[src/rtl/updn_counter_mod.sv]
// ---------------------------------------------------------------------------
// updn_counter_mod
// Parametrised up/down counter with count enable, synchronous load (clamped
// to MAX), and a runtime-selectable wrap (modulo MAX+1) or saturate mode.
// Registered one-cycle wrap / sat_hit event pulses, combinational boundary
// decodes derived from the registered count.
//
// Parameters:
//   WIDTH : count register width, 1..32
//   MAX   : terminal count, 1..2**WIDTH-1; sequence is 0..MAX
//
// Ports:
//   clk        in   rising-edge clock
//   reset      in   asynchronous, active-high reset
//   en         in   count enable
//   up_down    in   1 = count up, 0 = count down
//   sat_mode   in   1 = saturate at the boundaries, 0 = wrap
//   load       in   synchronous load strobe (beats en)
//   load_val   in   value to load, clamped to MAX
//   count      out  registered count
//   at_max     out  count == MAX
//   at_min     out  count == 0
//   wrap       out  pulse: the count wrapped on the previous edge
//   sat_hit    out  pulse: a step was blocked by saturation on the previous edge
//
// Optional build macro UPDN_COUNTER_STICKY_EN adds:
//   flag_clr   in   clears the sticky flags (a coincident set wins)
//   ovf_sticky out  set by a wrap or saturation at MAX while counting up
//   unf_sticky out  set by a wrap or saturation at 0 while counting down
// ---------------------------------------------------------------------------
module updn_counter_mod #(
  parameter int          WIDTH = 3,
  parameter int unsigned MAX   = (32'd1 << WIDTH) - 32'd1
) (
  input  logic             clk,
  input  logic             reset,
  input  logic             en,
  input  logic             up_down,
  input  logic             sat_mode,
  input  logic             load,
  input  logic [WIDTH-1:0] load_val,
`ifdef UPDN_COUNTER_STICKY_EN
  input  logic             flag_clr,
  output logic             ovf_sticky,
  output logic             unf_sticky,
`endif
  output logic [WIDTH-1:0] count,
  output logic             at_max,
  output logic             at_min,
  output logic             wrap,
  output logic             sat_hit
);

  localparam logic [WIDTH-1:0] MAX_V  = WIDTH'(MAX);
  localparam logic [WIDTH-1:0] ZERO_V = {WIDTH{1'b0}};
  localparam logic [WIDTH-1:0] ONE_V  = WIDTH'(1'b1);

  logic [WIDTH-1:0] count_r;
  logic [WIDTH-1:0] count_nxt_s;
  logic             wrap_r;
  logic             wrap_nxt_s;
  logic             sat_r;
  logic             sat_nxt_s;
`ifdef UPDN_COUNTER_STICKY_EN
  logic             ovf_r;
  logic             unf_r;
  logic             ovf_set_s;
  logic             unf_set_s;
`endif

  // Next count and event pulses; load beats enable, wrap is explicit at MAX.
  always_comb begin
    count_nxt_s = count_r;
    wrap_nxt_s  = 1'b0;
    sat_nxt_s   = 1'b0;
`ifdef UPDN_COUNTER_STICKY_EN
    ovf_set_s   = 1'b0;
    unf_set_s   = 1'b0;
`endif
    if (load) begin
      count_nxt_s = (load_val > MAX_V) ? MAX_V : load_val;
    end else if (en) begin
      if (up_down) begin
        if (count_r == MAX_V) begin
`ifdef UPDN_COUNTER_STICKY_EN
          ovf_set_s = 1'b1;
`endif
          if (sat_mode) begin
            sat_nxt_s = 1'b1;
          end else begin
            count_nxt_s = ZERO_V;
            wrap_nxt_s  = 1'b1;
          end
        end else begin
          count_nxt_s = count_r + ONE_V;
        end
      end else begin
        if (count_r == ZERO_V) begin
`ifdef UPDN_COUNTER_STICKY_EN
          unf_set_s = 1'b1;
`endif
          if (sat_mode) begin
            sat_nxt_s = 1'b1;
          end else begin
            count_nxt_s = MAX_V;
            wrap_nxt_s  = 1'b1;
          end
        end else begin
          count_nxt_s = count_r - ONE_V;
        end
      end
    end else begin
      count_nxt_s = count_r;
    end
  end

  // Count and event pulse registers.
  always_ff @(posedge clk or posedge reset) begin
    if (reset) begin
      count_r <= ZERO_V;
      wrap_r  <= 1'b0;
      sat_r   <= 1'b0;
    end else begin
      count_r <= count_nxt_s;
      wrap_r  <= wrap_nxt_s;
      sat_r   <= sat_nxt_s;
    end
  end

`ifdef UPDN_COUNTER_STICKY_EN
  // Sticky boundary flags; a set on the same edge as a clear wins.
  always_ff @(posedge clk or posedge reset) begin
    if (reset) begin
      ovf_r <= 1'b0;
      unf_r <= 1'b0;
    end else begin
      ovf_r <= ovf_set_s | (ovf_r & ~flag_clr);
      unf_r <= unf_set_s | (unf_r & ~flag_clr);
    end
  end

  assign ovf_sticky = ovf_r;
  assign unf_sticky = unf_r;
`endif

  assign count   = count_r;
  assign wrap    = wrap_r;
  assign sat_hit = sat_r;
  assign at_max  = (count_r == MAX_V);
  assign at_min  = (count_r == ZERO_V);

endmodule

[config.mk]
export PLATFORM = sky130hd
export DESIGN_NAME = updn_counter_mod
export DESIGN_NICKNAME = d
export VERILOG_FILES = /design/src/rtl/updn_counter_mod.sv
export SDC_FILE = /design/constraint.sdc
export NUM_CORES = 1
export LEC_CHECK = 0
export CAP_MARGIN = 15
export CORE_AREA = 4 4 41 43
export DETAILED_ROUTE_END_ITERATION = 16
export DIE_AREA = 0 0 45 47
export DONT_BUFFER_PORTS = 1
export GPL_TIMING_DRIVEN = 0
export HOLD_SLACK_MARGIN = 0.08
export PLACE_DENSITY_LB_ADDON = 0.25
export RECOVER_POWER = 50
export SYNTH_ARGS = -nofsm -noshare
export SYNTH_HDL_FRONTEND = slang
export SYNTH_SLANG_ARGS = --single-unit
[constraint.sdc]
create_clock -name clk -period 2.55 [get_ports clk]
set_clock_uncertainty 0.2 [all_clocks]
set_input_delay 0.3825 -clock clk [delete_from_list [all_inputs] [get_ports clk]]
set_output_delay 0.3825 -clock clk [all_outputs]
set_load 0.03 [all_outputs]
Yosys cells after proc, flatten, opt, wreduce, memory -nomap -nowiden
Cells that the tools add are included.
{"block": "totals", "word_cells": 32, "reg_bits": 5, "output_inout_bits": 7, "inputBits": 9}
{"block": "classes", "magnitude_cmp": 1, "eq_ne": 3, "mux": 20, "addsub": 2, "n_reduce_logical": 3}
{"op": "$mux W3", "n": 8}
{"op": "$mux W1", "n": 12}
{"op": "$ne A4 B4 Y1 const B", "n": 2}
{"op": "$add A3 B1 Y3 const B", "n": 1}
{"op": "$eq A3 B3 Y1 const B", "n": 1}
{"op": "$gt A3 B3 Y1 const B", "n": 1}
{"op": "$logic_not A3 Y1", "n": 1}
{"op": "$reduce_and A3 Y1", "n": 1}
{"op": "$sub A3 B1 Y3 const B", "n": 1}
{"op": "$reduce_bool A2 Y1", "n": 1}

Logic depth before layout (Yosys ltp)
{"block": "depth", "ltp_word": 5, "ltp_mapped": 6, "mapped_depth_nobuf": 6}

Least setup slack after synthesis
No wires, ideal clock.
{"block": "synth_path", "kind": "reg2reg", "from": "register count_r[1], in the netlist count[1]", "to": "register count_r[0], in the netlist count[0]", "setup_slack_ps": 734, "t_required_ps": 2229, "t_arrival_ps": 1495, "path_stages_with_launch": 7, "path_buffers": 0, "synth_period_minus_slack_ps": 1816, "setup_ps": 121, "path_cell_list": "dfrtp_1 ha_1 ha_1 a21oi_1 nor2_1 o21ai_1 o22a_1"}
{"block": "synth_via", "elab_chain_cells": 5, "elab_cells_between_ends": 10, "cone_classes": "eq/ne (3); mux (5); reduce/logical (2)"}
{"element": "start: declaration", "line": "58", "source": "logic [WIDTH-1:0] count_r;"}
{"element": "start signal: assignment", "line": "124", "source": "count_r <= count_nxt_s;"}
{"element": "$eq A3 B3 Y1 (*)"}
{"element": "named net at_max", "line": "48", "source": "output logic at_max,"}
{"element": "$mux W3", "line": "84", "source": "if (count_r == MAX_V) begin"}
{"element": "$mux W3", "line": "83", "source": "if (up_down) begin"}
{"element": "$mux W3", "line": "82", "source": "end else if (en) begin"}
{"element": "$mux W3", "line": "80", "source": "if (load) begin"}
The timed path passes the listed nets; every way through them passes the cells marked *. The select of a mux whose other input is x is not followed.
A chain may end at the register's enable or synchronous reset.

Worst setup path after layout
{"block": "layout_path", "from": "register count_r[0], in the netlist count[0]", "to": "register wrap_r, in the netlist wrap"}
{"block": "layout_via", "elab_chain_cells": 5, "elab_cells_between_ends": 7, "cone_classes": "eq/ne (1); mux (5); reduce/logical (1)"}
{"element": "$eq A3 B3 Y1 / $logic_not A3 Y1 (equally long branches)", "line": "84, 98"}
{"element": "$mux W1, on equally long branches", "line": "84, 98"}
{"element": "$mux W1 (*)", "line": "83"}
{"element": "$mux W1 (*)", "line": "82"}
{"element": "$mux W1 (*)", "line": "80"}
{"element": "named net wrap_nxt_s", "line": "61", "source": "logic wrap_nxt_s;"}
{"element": "end signal: assignment", "line": "125", "source": "wrap_r <= wrap_nxt_s;"}
{"element": "end: declaration", "line": "60", "source": "logic wrap_r;"}
The timed path passes the listed nets; every way through them passes the cells marked *.

==> results.yml <==
run_status:
  status: "finished, final reports clean"
timing:
  rsz0062_at_grt: "no"
  slew_headroom_pct: 65.2
  fmax_mhz: 426
  maxSlewViolCount: 0
  worst_slew_pin_slew_ns: 0.521
  period_minus_slack_ns: 2.35
  fin_crit_sh_pct: 92.0
  final-hold-violation-count: 0
  fin_tns_setup_ns: 0
  finalSetupViolCount: 0
detailed_routing:
  vias: 314
  vias_per_cell: 5.06
  first_pass_iters: 1
  routed_wl_um: 858
  drtAntennaViolNets: 0
  dr.first_iter.drc_count: 0
  drc: 0
  wl_per_cell_um: 13.8
floorplanning:
  core_area_um2: 1300
  num_rows: 13
  dieArea_um2: 2120
  dieHeight_um: 47
  die_w_um: 45
  ios: 16
  start_util_pct: 32.3
placement:
  post-dp-hpwl_um: 735
  dp_cells: 54
  io_buffers: 0
  place.gp.congestion: 0.714
cts:
  cts_sinks: 5
  root_buffer: "clkbuf_4"
  htree_levels: 1
  post_cts_buffers: 0
  cts_made_buffers: 3
  insertion_delay_ns: 0.24
  clock_path_buffers: 2
  cts_tree: "done"
  clkTransAtPathRegs_ns: 0.04
synthesis:
  synth.top_cell.area_share_pct: 29.8
  synth.area.top_cells: "dfrtp_1 (30%), ha_1 (15%), a2bb2oi_2 (7.1%)"
  yosys_warnings: 0
  netlist_area_um2: 420
  yosys.cell_types.count: 22
  syn_inst: 39
  seq_area_frac_synth_pct: 29.8
  ys_seq_elements: 5
  synth_top_area_cell: "dfrtp_1"
  yosys_most_used_dff: "dfrtp_1"
  async_reset_ff_share_pct: 100
  postSynthAreaPerCell_um2: 10.8
  synth_common_cells: "dfrtp_1 (5), ha_1 (5), a21oi_1 (4), inv_1 (4), nand2_1 (3)"
  syn-num-nets: 53
  synth_edf_count: 0
global_routing:
  antenna_found_initial: 0
  grt_use_total_pct: 9.04
  grt_overflow: 0
  grt_first_pass_wirelength_um: 1350
  grt_pass1_vias: 315
  grt_max_degree: 10
finish:
  drive_gt1_share_pct: 21.3
  fin_nets: 62
  area_growth_pct: 20.2
  antennaDiodeCount: 0
  stdcell_count: 62
power_and_ir_drop:
  vdd_drop_max_v: 0.000356
  power.share.combinational_pct: 27.8
  switchingPower_w: 0.0000946
  p_sw_share_pct: 34.2
  pwr_density_cell_nw_per_um2: 547
  p_leak_nw: 0.235
  p_seq_share_pct: 39.8
  p_clk_share_pct: 32.4
  p_int_w: 0.000182
critical_path:
  critPathTopFamily: "buffers and inverters"
  cp.required_ns: 2.53
  crit_buf_inv: 2
  slowest_delay_ns: 0.58
  endpoint_kind: "flip-flop"
  path_cells: "inv_1 -> ha_1 -> nor3b_2 -> a21oi_1 -> nor4b_1 -> dlygate4sd3_1"
  cp-start-kind: "flip-flop"
  arrival_ns: 2.32
  path_max_fanout: 4
  crit_slowest_cell: "dlygate4sd3_1"
  critPathKind: "flip-flop to flip-flop"
run:
  maxCapViolations: 0
hold_path:
  hp-class: "primary input to flip-flop"
## worst register-to-register path, stage by stage (launching register included)
cell and delay, ns:
dfrtp_1 0.51, inv_1 0.17, ha_1 0.26, nor3b_2 0.24, a21oi_1 0.08, nor4b_1 0.23
dlygate4sd3_1 0.58
## through the flow
step	total power (W)	instance area, um^2	util (%)	worst slack, ns	hold slack [ns]
after CTS	0.000283	505	38.8	0.183	0.0902
after detailed placement	0.000185	439	33.8	0.597	-0.0112
after global placement	0.000183	439	33.8	0.601	-0.0220
final	0.000277	505	38.8	0.205	0.0977
after floorplan	0.000172	420	-	0.734	-0.0390
after global routing	0.000296	505	38.8	0.0686	0.0838
## layout by cell type (no fill, tap or decap)
cell,Yosys,layout
nand2_1,3,3
a21o_1,1,1
clkbuf_4,0,3
nor4b_1,1,1
nor3b_2,1,1
clkbuf_1,0,1
a2bb2oi_2,2,2
a31oi_1,1,1
nand3_4,1,1
buf_6,1,1
and2b_2,1,1
nor2_1,1,1
inv_1,4,4
nand4bb_4,1,1
a21oi_1,4,4
o22a_1,1,1
o31ai_1,1,1
dlygate4sd3_1,0,4
nor4bb_1,1,1
o21a_1,1,1
xor2_1,1,1
dfrtp_1,5,5
o21ai_1,1,1
nand3_1,1,1
ha_1,5,5
## logic make-up (layout without fill, tap and decap cells)
group | Yosys count | count (layout) | synth area share [%]
AOI/OAI and AO/OA | 12 | 12 | 22.0
xor gates and xnor gates | 1 | 1 | 2.08
adders and majority gates | 5 | 5 | 14.9
buffers and inverters | 5 | 13 | 6.25
DFF | 5 | 5 | 29.8
and+or+nand+nor | 11 | 11 | 25.0
## cell type report
type	instances	area (um^2)
Fill cell	138	796
Buffer	1	11.3
Sequential cell	5	125
Clock buffer	4	26.3
Inverter	4	15.0
Timing Repair Buffer	4	40.0
Multi-Input combinational cell	29	269
Tap cell	15	18.8
## power groups by stage
| stage | Combinational (W) | Sequential (W) | Clock (W) |
|---|---|---|---|
| floorplan | 0.0000636 | 0.000108 | 0 |
| global placement | 0.0000716 | 0.000112 | 0 |
| detailed placement | 0.0000730 | 0.000112 | 0 |
| CTS | 0.0000779 | 0.000111 | 0.0000943 |
| global route | 0.0000854 | 0.000112 | 0.0000988 |
| finish | 0.0000769 | 0.000110 | 0.0000895 |
## registers in the layout (all words and copies together) (netlist names)
signal / flops
sat_hit: 1
wrap: 1
count: 3
## layer usage
layer  track usage [%]  up-vias  part of all wire (%)
met2              14.1       13                    45
met5                 0        -                     0
met3              7.66        0                    12
met1              9.43      144                    43
met4              1.75        0                     0
li1                  -      157                     -
## final timing paths
kind | slack, ns | end | cells past startpoint | from
setup / recovery | 0.20 | wrap | 6 | count[0]
hold / removal | 0.1 | count[0] | 1 | load_val[0]
setup reg to reg | 0.20 | wrap | 6 | count[0]
hold reg to reg | 0.54 | count[1] | 2 | count[1]
max in group asynchronous | 1.69 | count[1] | 2 | reset
min in group asynchronous | 0.28 | count[2] | 2 | reset
## timing repair
action / CTS / global route
setup endpoints to repair: 0 / 0
gates resized for setup: 0 / 0
endpoints found under the hold margin: 8 / 0
hold buffers: 4 / 0
No activity file was read; power rests on OpenSTA's default activity.
